--- src/rtl/mseq_pkg.sv ---
// Shared constants and state encoding for the PN15 (x^15+x^14+1) sequence checker.
package mseq_pkg;

   localparam int LFSR_LEN = 15;
   localparam int TAP_HI   = 14;
   localparam int TAP_LO   = 13;

   localparam logic [LFSR_LEN-1:0] PN15_SEED = 15'h3BBB;

   typedef enum logic {
      HUNT = 1'b0,
      LOCK = 1'b1
   } state_t;

endpackage

--- src/rtl/mseq_lfsr15.sv ---
// Local PN15 register: shifts received bits in while hunting, free-runs (flywheel) while locked.
module mseq_lfsr15
   import mseq_pkg::*;
(
   input  logic                clk,
   input  logic                rst,
   input  logic                clear,
   input  logic                load_bit,
   input  logic                step,
   input  logic                din,
   output logic [LFSR_LEN-1:0] hist,
   output logic                expected
);

   assign expected = hist[TAP_HI] ^ hist[TAP_LO];

   // clear beats everything so a loss of lock restarts hunting from an empty history
   always_ff @(posedge clk or posedge rst) begin
      if (rst) begin
         hist <= '0;
      end else if (clear) begin
         hist <= '0;
      end else if (load_bit) begin
         hist <= {hist[LFSR_LEN-2:0], din};
      end else if (step) begin
         hist <= {hist[LFSR_LEN-2:0], expected};
      end
   end

endmodule

--- config.mk ---
export PLATFORM = sky130hd
export DESIGN_NAME = mseq_lfsr15
export DESIGN_NICKNAME = d
export VERILOG_FILES = /design/src/rtl/mseq_pkg.sv /design/src/rtl/mseq_lfsr15.sv
export SDC_FILE = /design/constraint.sdc
export NUM_CORES = 1
export LEC_CHECK = 0
export ABC_CLOCK_PERIOD_IN_PS = 1600
export CAP_MARGIN = 30
export CORE_UTILIZATION = 50
export CTS_BUF_LIST = sky130_fd_sc_hd__clkbuf_2
export CTS_CLUSTER_SIZE = 12
export DETAILED_ROUTE_END_ITERATION = 12
export PLACE_DENSITY = 0.83
export SYNTH_ARGS = -nofsm -noshare
export SYNTH_HDL_FRONTEND = slang
export SYNTH_SLANG_ARGS = --single-unit
export TNS_END_PERCENT = 30
--- constraint.sdc ---
create_clock -name clk -period 1.6 [get_ports clk]
set_input_delay 0.48 -clock clk [delete_from_list [all_inputs] [get_ports clk]]
set_output_delay 0.48 -clock clk [all_outputs]
set_load 0.03 [all_outputs]
==> After elaboration in Yosys (flattened, before gate mapping) <==
Cells that the tools add are included.
{ "word_totals": {"regBits": 15, "word_cells": 6, "out_inout_bits": 16} }
{ "op_classes": {"mux": 3, "bitwise_logic": 1, "n_reduce_logical": 1} }
{ "ops": {"columns": ["op", "n"], "rows": [
  ["15-bit two-way mux", 3],
  ["3-bit nonzero test", 1],
  ["1-bit bitwise XOR", 1]
]} }

==> Depth between registers and ports, before layout <==
Gate-level depths: netlist of run 1.
{ "logic_depth": {"word_depth": 4, "ltp_mapped": 3} }

==> Worst setup path after synthesis of run 1 <==
Ideal clock, no wire load.
{ "synth_timing": {"path_kind": "register to output", "from": "register hist[13]", "to": "output port expected", "setup_slack_ns": 0.027, "t_arrival_ns": 1.093, "path_buffers": 0, "stages_incl_launch_ff": 2, "required_time_ns": 1.120, "cell_sequence": "dfrtp_1 -> xor2_1"} }
{ "synth_via": {"elab_chain_len": 1} }
{ "synth_lines": {"columns": ["element", "line_no", "rtl"], "rows": [
  ["start: declaration", "mseq_lfsr15.sv:11", "output logic [LFSR_LEN-1:0] hist,"],
  ["start signal: assignment", "mseq_lfsr15.sv:24", "hist <= {hist[LFSR_LEN-2:0], din};"],
  ["start signal: assignment", "mseq_lfsr15.sv:26", "hist <= {hist[LFSR_LEN-2:0], expected};"],
  ["1-bit bitwise XOR", "mseq_lfsr15.sv:15", "assign expected = hist[TAP_HI] ^ hist[TAP_LO];"],
  ["end: declaration", "mseq_lfsr15.sv:12", "output logic expected"]
]} }
Every way passes these cells.

==> Worst setup path in the final report of run 1 <==
Same ends and word-level chain as after synthesis.

==> results of run 1 <==
-- critical path: stages, from the launching register on --
cell and delay (ns):
dfrtp_1 0.43, buf_6 0.13, xor2_2 0.18, buf_6 0.15
-- per-stage QoR --
stage	instances	util, %	worst slack [ns]	area [µm²]
floorplan	52	-	0.02715	704.4
global placement	93	74.13	-0.2397	964.7
detailed placement	93	74.13	-0.2325	964.7
CTS	97	75.38	-0.02961	980.9
global route	98	76.15	-0.1034	991.0
finish	98	76.15	-0.05422	991.0
-- cell usage after synthesis (all sizes together) --
library cell	count	share of area, %
dfrtp	15	53
mux2	14	22
nor2b	10	8.9
and2b	4	4.3
buf	2	2.7
a311o	1	1.4
and3b	1	1.2
inv	1	0.53
nor2	1	0.53
nor3	1	2.3
nor4b	1	1.2
xor2	1	1.2
-- power breakdown --
group          switching (W)  internal [W]
clock               0.000122     0.0000567
sequential        0.00000220      0.000383
combinational      0.0000364     0.0000343
total               0.000160      0.000474
-- metal layers --
metal / track usage, % / routed length, µm
met5: 0 / 0
met4: 7.759 / 0
met1: 24.45 / 597
met3: 7.955 / 67
met2: 35.25 / 718
-- what timing repair did --
action	in CTS	in global routing
setup endpoints to repair	16	12
gates resized for setup	18	12
pin swaps	0	0
endpoints found under the hold margin	0	0
buffers inserted	0	1
-- cells by family (layout without fill, tap and decap cells) --
logic type,after synthesis,in the layout,share of synthesized area [%]
muxes,14,14,22.38
DFF,15,15,53.29
AOI/OAI and AO/OA,1,1,1.421
and+or+nand+nor,18,18,18.47
buffers and inverters,3,34,3.197
xor gates and xnor gates,1,1,1.244
-- worst max-delay path by stage --
| stage | startpoint | to | slack [ns] | cells past startpoint |
|---|---|---|---|---|
| after floorplan | hist[13]$_DFFE_PP0P_ | expected | 0.03 | 1 |
| after global placement | clear | hist[0]$_DFFE_PP0P_ | -0.24 | 4 |
| after detailed placement | clear | hist[12]$_DFFE_PP0P_ | -0.23 | 4 |
| after CTS | hist[13]$_DFFE_PP0P_ | expected | -0.03 | 3 |
| after global routing | hist[13]$_DFFE_PP0P_ | expected | -0.10 | 3 |
| final | hist[13]$_DFFE_PP0P_ | expected | -0.05 | 3 |
-- cell type report --
type                            count  area [µm²]  share of cell area (%)
Multi-Input combinational cell     34       314.1                   31.69
Clock buffer                        3       15.01                   1.515
Tap cell                           15       18.77                   1.894
Inverter                            1       3.754                  0.3788
Timing Repair Buffer               29       259.0                   26.14
Sequential cell                    15       375.4                   37.88
Clock inverter                      1       5.005                  0.5051
==> reports/metrics.yaml, run 1 <==
reg_top3: "hist x15"
arrival_ns: 1.17
critPathCaptureType: "primary output"
top_register: "hist"
core_um2: 1301
cts_tree: "done"
postSynthCellCount: 52
slew_viol_final: 0
worstMarginPinSlew_ns: 0.3246
status: "complete, but fails checks"
skew_ns: 0.006462
timing.hold.ws_ns: 0.4878
avgSynthCellArea_um2: 13.55
die_area_um2: 1563
cts_buffers: 3
r2r_start: "hist[13]$_DFFE_PP0P_"
clkTransAtPathRegs_ns: 0.15
hold_class: "input pin to async pin"
rrSetupSlack_ns: 0.42
grtUsageTotal_pct: 21.20
die_x_um: 39.54
syn_nets: 58
grt_max_degree: 18
critPathMaxFanout: 2
total_power_w: 0.0006343
drive_gt1_share_pct: 37.35
final_common_cell: "dfrtp_1"
vias: 489
yosys_warnings: 0
violations: "setup timing"
grt_first_pass_wirelength_um: 2049
num_antenna_cells: 0
dieHeight_um: 39.54
numClockSinks: 15
synth.ff_latch_count: 15
hold_violations: 0
final.setup.worst_slack_ns: -0.05422
global_route.overflow_total: 0
cap_viol_max_count: 0
rows: 13
p_leak_nw: 0.5329
htreeDepth: 1
rr_worst_depth: 3
portBuffers: 21
grt_pass1_vias: 456
reg2reg_to: "hist[0]$_DFFE_PP0P_"
drc_errors: 0
syn_to_final_growth_pct: 40.67
ant_nets: 0
dr.pass1.iters: 2
crit_type: "register to primary output"
holdBufCountCts: 0
ios: 22
gp_congestion: 0.6689
worst_slew_margin_rel_pct: 78.45
fin_nets: 90
fill_cells: 96
routed_wl_um: 1383
period_minus_slack_ns: 1.654
max_freq_mhz: 604.5
min_period_over_period_pct: 103.4
clk_path_buf_depth: 2
syn_area_um2: 704.4
grt_antenna_before_repair: 0
largest_reg_flops: 15
clock_latency_ns: 0.27
final_cell_mix: "15 x dfrtp_1, 14 x mux2_2, 10 x nor2b_1"
ys_types: 13
wl_per_cell_um: 14.11
hpwl_um: 983.9
seq_area_frac_synth_pct: 53.29
setup_tns_ns: -0.05422
first_iter_violations: 6
startpoint_type: "register"
routed_via_density: 4.990
rsz0062_at_grt: "true"
power_density_nw_per_um2: 640.1
start_util_pct: 54.13
critPathRequiredTime_ns: 1.12
ir_worst_vdd_v: 0.0005194
finalSetupViolations: 1
clockRootBuffer: "clkbuf_2"
No activity file was read; power rests on OpenSTA's default activity.
==> run 2, diff against run 1 <==
Settings changed: ABC_AREA from default to 0, ABC_CLOCK_PERIOD_IN_PS 1600 to default, CAP_MARGIN 30 to 20.
==> results of run 2 <==
Final layout, timing and power as in run 1 (identical DEF).
==> run 3, diff against run 2 <==
Settings changed: CORE_MARGIN from default to 4.
==> run 3 against run 2 <==
Against the previous run: worst hold slack worse by 0.027 ns; worst setup slack better by 0.029 ns; first-iteration DRC count down 50%; clock-buffer cell count stayed put; maximum frequency rose by 1.8%; critical endpoint unchanged; the run still ends with setup timing left; combinational power rose by 0.7%; critical path depth unchanged; global-route usage is 6.7 points lower; sequential cell count unchanged; routed wire length decreased by 6.8%; cell count increased by 1.0%.
==> reports/metrics.yaml, run 3 (same netlist as run 1, synthesis figures left out) <==
status: "complete, but fails checks"  # unchanged
violations: "setup timing"  # unchanged
holdBufCountCts: 0  # unchanged
power_density_nw_per_um2: 633.1  # was 640.1 nW/µm²
max_freq_mhz: 615.4  # was 604.5 MHz
cap_viol_max_count: 0  # unchanged
startpoint_type: "register"  # unchanged
ios: 22  # unchanged
dp_cells: 94  # was 93
cts_buffers: 3  # unchanged
rrSetupSlack_ns: 0.45  # was 0.42 ns
syn_to_final_growth_pct: 43.87  # was 40.67%
grt_pass1_vias: 476  # was 456
ir_worst_vdd_v: 0.0004785  # was 0.0005194 V
cts_tree: "done"  # unchanged
clk_path_buf_depth: 2  # unchanged
vias: 482  # was 489
finalSetupViolations: 1  # unchanged
start_util_pct: 53.47  # was 54.13%
worstMarginPinSlew_ns: 0.3099  # was 0.3246 ns
cp_top_family: "flip-flops"  # unchanged
numClockSinks: 15  # unchanged
critPathCaptureType: "primary output"  # unchanged
crit_slowest_cell: "dfrtp_1"  # unchanged
hold_violations: 0  # unchanged
cp_cell_sequence: "buf_6 > xor2_4 > buf_6"  # was buf_6 > xor2_2 > buf_6
final_cell_mix: "14 x mux2_2, 14 x dfrtp_1, 10 x nor2b_1"  # was 15 x dfrtp_1, 14 x mux2_2, 10 x nor2b_1
startpoint: "hist[13]$_DFFE_PP0P_"  # unchanged
die_x_um: 45.54  # was 39.54 µm
largest_reg_flops: 15  # unchanged
worst_slew_margin_rel_pct: 79.42  # was 78.45%
arrival_ns: 1.14  # was 1.17 ns
routed_wl_um: 1289  # was 1383 µm
clkTransAtPathRegs_ns: 0.15  # about the same
crit_type: "register to primary output"  # unchanged
reg2reg_to: "hist[0]$_DFFE_PP0P_"  # unchanged
post-route-util_pct: 76.92  # was 76.15%
rows: 13  # unchanged
cpMostUsedCell: "buf_6"  # unchanged
routed_via_density: 4.869  # was 4.990
hpwl_um: 939.4  # was 983.9 µm
hold_class: "input pin to async pin"  # unchanged
reg_top3: "hist x15"  # unchanged
die_area_um2: 2073  # was 1563 µm²
cp.depth: 3  # unchanged
gp_congestion: 0.6840  # was 0.6689
rsz0062_at_grt: "true"  # unchanged
core_um2: 1318  # was 1301 µm²
drc_errors: 0  # unchanged
htreeDepth: 1  # unchanged
p_leak_nw: 0.5326  # was 0.5329 nW
grt_antenna_before_repair: 0  # unchanged
critical_path_buf_inv_count: 2  # unchanged
critPathMaxFanout: 2  # unchanged
grt_max_degree: 18  # unchanged
global_route.overflow_total: 0  # unchanged
period_minus_slack_ns: 1.625  # was 1.654 ns
slew_viol_final: 0  # unchanged
critPathRequiredTime_ns: 1.12  # about the same
top_register: "hist"  # unchanged
grtUsageTotal_pct: 14.50  # was 21.20%
fin_nets: 91  # was 90
rr_worst_depth: 3  # unchanged
min_period_over_period_pct: 101.6  # was 103.4%
wl_per_cell_um: 13.02  # was 14.11 µm
layout.cells.non_filler: 99  # was 98
cp-endpoint: "expected"  # unchanged
num_antenna_cells: 0  # unchanged
dr.pass1.iters: 2  # unchanged
ant_nets: 0  # unchanged
drive_gt1_share_pct: 40.48  # was 37.35%
clock_latency_ns: 0.29  # was 0.27 ns
r2r_start: "hist[13]$_DFFE_PP0P_"  # unchanged
final.setup.worst_slack_ns: -0.02496  # was -0.05422 ns
dieHeight_um: 45.54  # was 39.54 µm
max_stage_delay_ns: 0.41  # was 0.43 ns
first_iter_violations: 3  # was 6
portBuffers: 21  # unchanged
clockRootBuffer: "clkbuf_2"  # unchanged
skew_ns: 0.0003774  # was 0.006462 ns
grt_first_pass_wirelength_um: 2076  # was 2049 µm
[run 3: what timing repair did]
action | CTS | global route
setup buffers | 0 | 1
resized for setup | 20 | 14
setup endpoints to repair | 16 | 12
[run 3: metal layers]
layer  part of all wire, %  GRT usage, %  vias to the layer above  wire length [µm]
met5                     0             0                        -                 0
met4                  0.78         10.53                        0                10
met3                   4.3         2.767                        2                55
met2                    48         22.01                       10               622
met1                    47         18.18                      228               600
li1                      -             -                      242                 -
[run 3: power breakdown]
group          switching [W]  leakage, nW  internal (W)
clock network       0.000129       0.0164     0.0000566
registers         0.00000220        0.207      0.000383
logic              0.0000357        0.309     0.0000354
total               0.000167        0.533      0.000475
[run 3: final cells by class]
type | count | area (µm²)
Tap cell | 15 | 18.77
Fill cell | 89 | 304.0
Sequential cell | 15 | 376.6
Clock buffer | 3 | 15.01
Timing Repair Buffer | 30 | 269.0
Inverter | 1 | 3.754
Multi-Input combinational cell | 34 | 325.3
Clock inverter | 1 | 5.005
[run 3: worst min path at each step]
stage	slack, ns	start	endpoint
final	0.46	rst	hist[0]$_DFFE_PP0P_
after global routing	0.47	rst	hist[2]$_DFFE_PP0P_
after CTS	0.46	rst	hist[1]$_DFFE_PP0P_
after detailed placement	0.51	hist[12]$_DFFE_PP0P_	hist[12]$_DFFE_PP0P_
after global placement	0.51	hist[11]$_DFFE_PP0P_	hist[11]$_DFFE_PP0P_
after floorplan	0.38	rst	hist[0]$_DFFE_PP0P_
[run 3: worst min-delay path, delay by kind of cell]
family	cells	cell delay [ns]
buffers and inverters	3	0.66
[run 3: metrics by stage]
step                hold slack [ns]  setup TNS, ns  cell area (µm²)  power (W)  setup WS [ns]
global route                 0.4679       -0.09818             1013  0.0006689       -0.09041
detailed placement           0.5131         -3.139            972.2  0.0004669        -0.2188
finish                       0.4612       -0.02496             1013  0.0006416       -0.02496
CTS                          0.4559       -0.04828            991.0  0.0006497       -0.04828
floorplan                    0.3815              0            704.4  0.0004279        0.02715
global placement             0.5127         -2.895            972.2  0.0004659        -0.1991
